File: src/rtl/bus_arbiter2.sv
// bus_arbiter2: round-robin arbiter sharing one WIDTH-bit datapath bus
// between two requesters, with bounded tenure.
//
// Drives the select of the downstream combinational 2:1 data mux
// (S1: 0 = D1, 1 = D2) and registers the selected word onto O.
//
// Ports:
//   CLK     in   1      system clock, rising edge
//   Reset   in   1      synchronous, active-high reset
//   REQ1    in   1      requester 1 wants the bus, held for the whole transfer
//   REQ2    in   1      requester 2 wants the bus
//   D1      in   WIDTH  requester 1 data, valid while GNT1 & REQ1
//   D2      in   WIDTH  requester 2 data, valid while GNT2 & REQ2
//   GNT1    out  1      registered grant to requester 1
//   GNT2    out  1      registered grant to requester 2
//   S1      out  1      mux select; holds its last value while idle
//   O       out  WIDTH  registered captured word
//   OValid  out  1      one-cycle pulse per captured word
//   Busy    out  1      GNT1 | GNT2
module bus_arbiter2 #(
  parameter int unsigned WIDTH    = 16,
  parameter int unsigned MAX_HOLD = 4
) (
  input  logic             CLK,
  input  logic             Reset,
  input  logic             REQ1,
  input  logic             REQ2,
  input  logic [WIDTH-1:0] D1,
  input  logic [WIDTH-1:0] D2,
  output logic             GNT1,
  output logic             GNT2,
  output logic             S1,
  output logic [WIDTH-1:0] O,
  output logic             OValid,
  output logic             Busy
);

  localparam int unsigned    CW      = $clog2(MAX_HOLD + 1);
  localparam logic [CW-1:0]  CNT_MAX = CW'(MAX_HOLD);

  typedef enum logic [1:0] {IDLE, G1, G2} state_t;

  state_t        state;
  logic [CW-1:0] cnt;
  // 1 when requester 2 held the most recent tenure; ties go to the other side.
  logic          last2;
  logic [CW-1:0] cnt_inc;

  // Word count for the current tenure, saturating at MAX_HOLD.
  always_comb begin
    cnt_inc = (cnt == CNT_MAX) ? cnt : cnt + CW'(1);
  end

  always_comb begin
    Busy = GNT1 | GNT2;
  end

  always_ff @(posedge CLK) begin
    if (Reset) begin
      state  <= IDLE;
      GNT1   <= 1'b0;
      GNT2   <= 1'b0;
      S1     <= 1'b0;
      O      <= '0;
      OValid <= 1'b0;
      cnt    <= '0;
      last2  <= 1'b1;
    end else begin
      case (state)
        IDLE: begin
          OValid <= 1'b0;
          if (REQ1 && (!REQ2 || last2)) begin
            state <= G1;
            GNT1  <= 1'b1;
            GNT2  <= 1'b0;
            S1    <= 1'b0;
            cnt   <= '0;
            last2 <= 1'b0;
          end else if (REQ2) begin
            state <= G2;
            GNT1  <= 1'b0;
            GNT2  <= 1'b1;
            S1    <= 1'b1;
            cnt   <= '0;
            last2 <= 1'b1;
          end
        end

        G1: begin
          if (REQ1) begin
            O      <= D1;
            OValid <= 1'b1;
            // Preempt only when this capture fills the tenure and the other side waits.
            if ((cnt_inc == CNT_MAX) && REQ2) begin
              state <= G2;
              GNT1  <= 1'b0;
              GNT2  <= 1'b1;
              S1    <= 1'b1;
              cnt   <= '0;
              last2 <= 1'b1;
            end else begin
              cnt <= cnt_inc;
            end
          end else begin
            OValid <= 1'b0;
            if (REQ2) begin
              state <= G2;
              GNT1  <= 1'b0;
              GNT2  <= 1'b1;
              S1    <= 1'b1;
              cnt   <= '0;
              last2 <= 1'b1;
            end else begin
              state <= IDLE;
              GNT1  <= 1'b0;
              GNT2  <= 1'b0;
            end
          end
        end

        G2: begin
          if (REQ2) begin
            O      <= D2;
            OValid <= 1'b1;
            if ((cnt_inc == CNT_MAX) && REQ1) begin
              state <= G1;
              GNT1  <= 1'b1;
              GNT2  <= 1'b0;
              S1    <= 1'b0;
              cnt   <= '0;
              last2 <= 1'b0;
            end else begin
              cnt <= cnt_inc;
            end
          end else begin
            OValid <= 1'b0;
            if (REQ1) begin
              state <= G1;
              GNT1  <= 1'b1;
              GNT2  <= 1'b0;
              S1    <= 1'b0;
              cnt   <= '0;
              last2 <= 1'b0;
            end else begin
              state <= IDLE;
              GNT1  <= 1'b0;
              GNT2  <= 1'b0;
            end
          end
        end

        default: begin
          state  <= IDLE;
          GNT1   <= 1'b0;
          GNT2   <= 1'b0;
          OValid <= 1'b0;
        end
      endcase
    end
  end

endmodule

File: config.mk
export PLATFORM = sky130hd
export DESIGN_NAME = bus_arbiter2
export DESIGN_NICKNAME = d
export VERILOG_FILES = /design/src/rtl/bus_arbiter2.sv
export SDC_FILE = /design/constraint.sdc
export NUM_CORES = 1
export LEC_CHECK = 0
export BUFFER_PORTS_ARGS = -buffer_cell sky130_fd_sc_hd__buf_2
export CAP_MARGIN = 20
export CORE_UTILIZATION = 43
export CTS_CLUSTER_DIAMETER = 200
export DETAILED_ROUTE_END_ITERATION = 12
export GPL_TIMING_DRIVEN = 0
export MAX_ROUTING_LAYER = met4
export PLACE_DENSITY = 0.75
export SETUP_SLACK_MARGIN = 0.15
export SYNTH_ARGS = -nofsm -noshare
export SYNTH_HDL_FRONTEND = slang
export SYNTH_SLANG_ARGS = --single-unit
File: constraint.sdc
create_clock -name CLK -period 1.8 [get_ports CLK]
set_input_delay 0.09 -clock CLK [delete_from_list [all_inputs] [get_ports CLK]]
set_output_delay 0.09 -clock CLK [all_outputs]
set_load 0.01 [all_outputs]
* After elaboration in Yosys (flattened, before gate mapping) *
Index checks and enable logic that the tools add are counted.

cells by class
  bitwise logic cells = 1
  reductions and logical operators = 12
  muxes and demuxes = 48
  equality and inequality tests = 10
  add/sub/neg operators = 1

operator list
  kind                                           count
  two-way mux 16 bit                             2
  case mux 16 bit (2 select lines)               1
  two-way mux 3 bit                              8
  two-way mux 1 bit                              23
  two-way mux 2 bit                              7
  inequality test 3 bit, second input constant   4
  case mux 1 bit (3 select lines)                4
  case mux 3 bit (3 select lines)                1
  == test 3 bit, second input constant           2
  case mux 2 bit (3 select lines)                1
  AND reduction 3 bit                            2
  inequality test 2 bit, second input constant   2
  AND reduction 4 bit                            1
  adder 3 x 1 -> 3 bit, second input constant    1
  logical AND 1 bit                              3
  nonzero test 3 bit                             1
  == test 2 x 1 -> 1 bit, second input constant  1
  == test 2 bit, second input constant           1
  logical NOT 2 bit                              1
  case mux 1 bit (2 select lines)                1
  AND reduction 2 bit                            1
  nonzero test 2 bit                             1
  logical NOT 1 bit                              1
  logical OR 1 bit                               1
  OR 1 bit                                       1

storage, ports and cells
  bits in registers = 26
  word-level logic and storage cells = 80

* Logic depth before layout (Yosys ltp) *
  word-level depth = 7
  gate-level depth with buffers = 8
  mapped depth without buffers = 7

* Worst setup path before layout *
No wires, ideal clock.

  path type = register -> register
  from = register cnt[0]
  to = register GNT1
  library setup time = 0.070 ns
  path slack = -0.121 ns
  cell stages (with the launch flop) = 8
  data arrival time = 1.852 ns
  buffers on the path = 0
  path through = dfxtp_1 > inv_1 > ha_1 > a21boi_1 > o2111ai_2 > o21ba_1 > or4_1 > a21oi_1

between the ends
  cells in the longest elaborated chain, start to end = 6

RTL lines
  element                                                       RTL line  RTL
  start, declared                                               44        logic [CW-1:0] cnt;
  start signal, assigned                                        102       cnt <= cnt_inc;
  start signal, assigned                                        133       cnt <= cnt_inc;
  adder 3 x 1 -> 3 bit / == test 3 bit (equally long branches)  51        cnt_inc = (cnt == CNT_MAX) ? cnt : cnt + CW'(1);
  two-way mux 3 bit *                                           51
  == test 3 bit *                                               94, 125
  logical AND 1 bit (on tied branches)                          125, 94
  inequality test 3 bit (no line)                               --
  AND reduction 3 bit (no line) *                               --
  end signal, assigned                                          96        GNT1 <= 1'b0;
  end signal, assigned                                          108       GNT1 <= 1'b0;
  end signal, assigned                                          127       GNT1 <= 1'b1;
  end, declared                                                 30        output logic GNT1,

Every way passes the cells marked *; elsewhere a longest branch is shown, timed or not.
A chain may end at the register's enable or synchronous reset.

* Worst setup path after layout *
Same ends and word-level chain as after synthesis.

==> flow_metrics.py <==
metrics = {
    "status": {
        "outcome": "finished with violations",
        "violations": "negative setup slack",
    },
    "cells_and_area": {
        "nets": 284,
        "fillers": 257,
        "diodes": 0,
        "syn2layout_area_growth_pct": 43.9,
        "multi_input_area_um2": 966,
        "seq_area_um2": 528,
        "final_cell_count_no_fill": 284,
        "utilization_pct": 66.8,
        "layout-drive-gt1-share_pct": 46.3,
    },
    "synthesis": {
        "synth_edf_count": 0,
        "yosys.area_share.adder_pct": 6.03,
        "synthCells": 168,
        "synthArstFlopShare_pct": 0,
        "ys_top_cells_by_count": "28 x nor2_1, 26 x dfxtp_1, 18 x a211oi_1",
        "synth_area_um2": 1450,
        "syn_nets": 211,
        "synth_compound_area_share_pct": 23.2,
        "ys_seq_area_share_pct": 35.8,
        "avgSynthCellArea_um2": 8.65,
        "yosys-top-cells-area": "dfxtp_1 36%, mux2i_1 11%, a211oi_1 9.3%, nor2_1 7.2%, ha_1 6.0%",
        "yosys.area_share.simple_pct": 17.1,
        "synth_xor_area_share_pct": 0,
        "synthMuxAreaShare_pct": 11.0,
        "ys_ff_latch": 26,
        "yosysWarnings": 0,
        "synth_top_family_by_area": "compound AO/OA/AOI/OAI gates",
        "synthFlopType": "dfxtp_1",
        "synth_area_leader_cell": "dfxtp_1",
        "yosysMostFrequentCell": "nor2_1",
        "synthDistinctLibCells": 34,
        "synth_top_area_share_pct": 35.8,
    },
    "sta": {
        "fin_crit_ns": 1.81,
        "drv_slew": 0,
        "setup-violations-final": 1,
        "post-route-period-util_pct": 101,
        "worst_pin_slew_ns": 0.567,
        "skew_ns": 0.00788,
        "worst_slack_ns": -0.0106,
        "hold_violations": 0,
        "slew_headroom_pct": 62.1,
        "setup-tns-final_ns": -0.0106,
        "holdWs_ns": 0.0650,
        "rsz0062_at_grt": "true",
        "fmax_ghz": 0.552,
    },
    "setup_path": {
        "criticalPathCategory": "flop to flop",
        "end_kind": "flop",
        "worst_ep_arrival_time_ns": 2.09,
        "critPathRequiredTime_ns": 2.08,
        "crit_fanout": 5,
        "critPathLaunchType": "flop",
    },
    "floorplan": {
        "initial_core_util_pct": 46.4,
        "dieHeight_um": 60.1,
        "fp.dieArea_um2": 3610,
        "row_count": 20,
        "die_w_um": 60.1,
        "io_pins": 57,
        "core-area_um2": 3130,
    },
    "drt": {
        "drc": 0,
        "vias": 1523,
        "wl_um": 3650,
        "ant_nets": 0,
        "drt_iter0_markers": 27,
        "wl_per_cell_um": 12.9,
        "firstDrtPassIters": 4,
        "viasPerCell": 5.36,
    },
    "power": {
        "total_power_mw": 3.64,
        "power_density_nw_per_um2": 1740,
        "vdd_ir_drop_max_uv": 918,
        "leakage_nw": 0.893,
    },
    "clock_network": {
        "clock_latency_ns": 0.32,
        "htreeDepth": 1,
        "cts_max_path_buffers": 2,
        "cts_buffers": 3,
        "path_clk_slew_ns": 0.14,
        "hold_buffers": 0,
        "cts_tree": "yes",
        "cts.sinks": 26,
        "cts_root_buffer": "clkbuf_4",
    },
    "placed_design": {
        "place_congestion": 0.808,
        "dp_hpwl_um": 2570,
        "placedCellCount": 267,
        "port_buffers": 55,
    },
    "global_route": {
        "grt_pass1_wl_um": 5550,
        "grt_max_degree": 15,
        "grt_pass1_vias": 1300,
        "track_usage_pct": 20.6,
        "grt.overflow.total": 0,
        "grt_antenna_before_repair": 0,
    },
    "worst_hold_path": {
        "worst_hold_path_type": "primary input to flop",
    },
    "job": {
        "maxCapViolCount": 0,
    },
}
cell families after synthesis:
family,Yosys count
adder cells (fa/ha/maj),7
flip-flops,26
AO/OA/AOI/OAI,48
multiplexers,16
AND/OR/NAND/NOR,54
buffers and inverters,17
metrics by stage:
stage	area, µm²	setup WS (ns)
6_report	2090	-0.0106
5_1_grt	2090	-0.0929
4_1_cts	1970	-0.0137
3_5_place_dp	1830	-0.133
3_3_place_gp	1830	-0.112
2_1_floorplan	1500	0.0463
power by group:
group	switching (mW)	internal, mW	total (mW)
Combinational	1.22	1.14	2.37
Clock	0.173	0.124	0.297
Sequential	0.149	0.832	0.982
sequential cells by signal, summed over array words and instances, names as in the netlist:
register  flops
GNT1          1
GNT2          1
O            16
OValid        1
S1            1
cnt           3
last2         1
state         2
worst max-delay path, stage by stage (launching register included):
cell	delay, ns
dfxtp_4	0.39
inv_4	0.06
ha_4	0.14
and3b_1	0.18
o2111ai_2	0.13
o21ba_4	0.24
or4_4	0.51
a21oi_2	0.12
placed cells by master (no fill, tap or decap), types with 2 or more instances in the layout:
| master | count |
|---|---|
| nor2_1 | 26 |
| mux2i_1 | 16 |
| nor2b_1 | 2 |
| o21ai_1 | 2 |
| o31ai_1 | 2 |
| a21oi_1 | 6 |
| ha_4 | 4 |
| buf_6 | 7 |
| dfxtp_1 | 22 |
| clkbuf_8 | 3 |
| nand2b_1 | 4 |
| a22oi_1 | 2 |
| dfxtp_2 | 3 |
| clkbuf_4 | 4 |
| o21ai_0 | 2 |
| a21oi_2 | 2 |
| buf_2 | 56 |
| buf_4 | 10 |
| inv_1 | 4 |
| o22ai_1 | 2 |
| nand3_1 | 5 |
| a211oi_1 | 14 |
| a211oi_2 | 3 |
| inv_2 | 3 |
| ha_1 | 3 |
| nand2_1 | 7 |
final timing paths:
| check | slack (ns) | end | start | cells past startpoint |
|---|---|---|---|---|
| hold reg to reg | 0.50 | GNT2 | GNT2 | 2 |
| setup / recovery | -0.01 | GNT1 | cnt[0] | 7 |
| hold / removal | 0.07 | S1 | Reset | 3 |
| setup reg to reg | -0.01 | GNT1 | cnt[0] | 7 |
metal layers:
layer / vias to the layer above / track usage [%] / part of all wire (%)
li1: 754 / - / -
met1: 724 / 24.2 / 44
met2: 38 / 35.0 / 51
met3: 7 / 4.33 / 3.8
met4: 0 / 5.65 / 1.0
met5: - / - / 0
cell type report:
cell class	instances	area share [%]
Buffer	9	4.55
Multi-Input combinational cell	125	46.2
Tap cell	44	2.63
Sequential cell	26	25.3
Clock buffer	4	1.74
Timing Repair Buffer	68	18.1
Inverter	8	1.56
timing repair:
item                       4_1_cts  5_1_grt
buffers inserted                 8        3
resized for setup               18       25
setup endpoints to repair       19       22
pin swaps                       11        6
gates cloned                     0        2
Note: power is estimated with default switching activity, not from simulation.
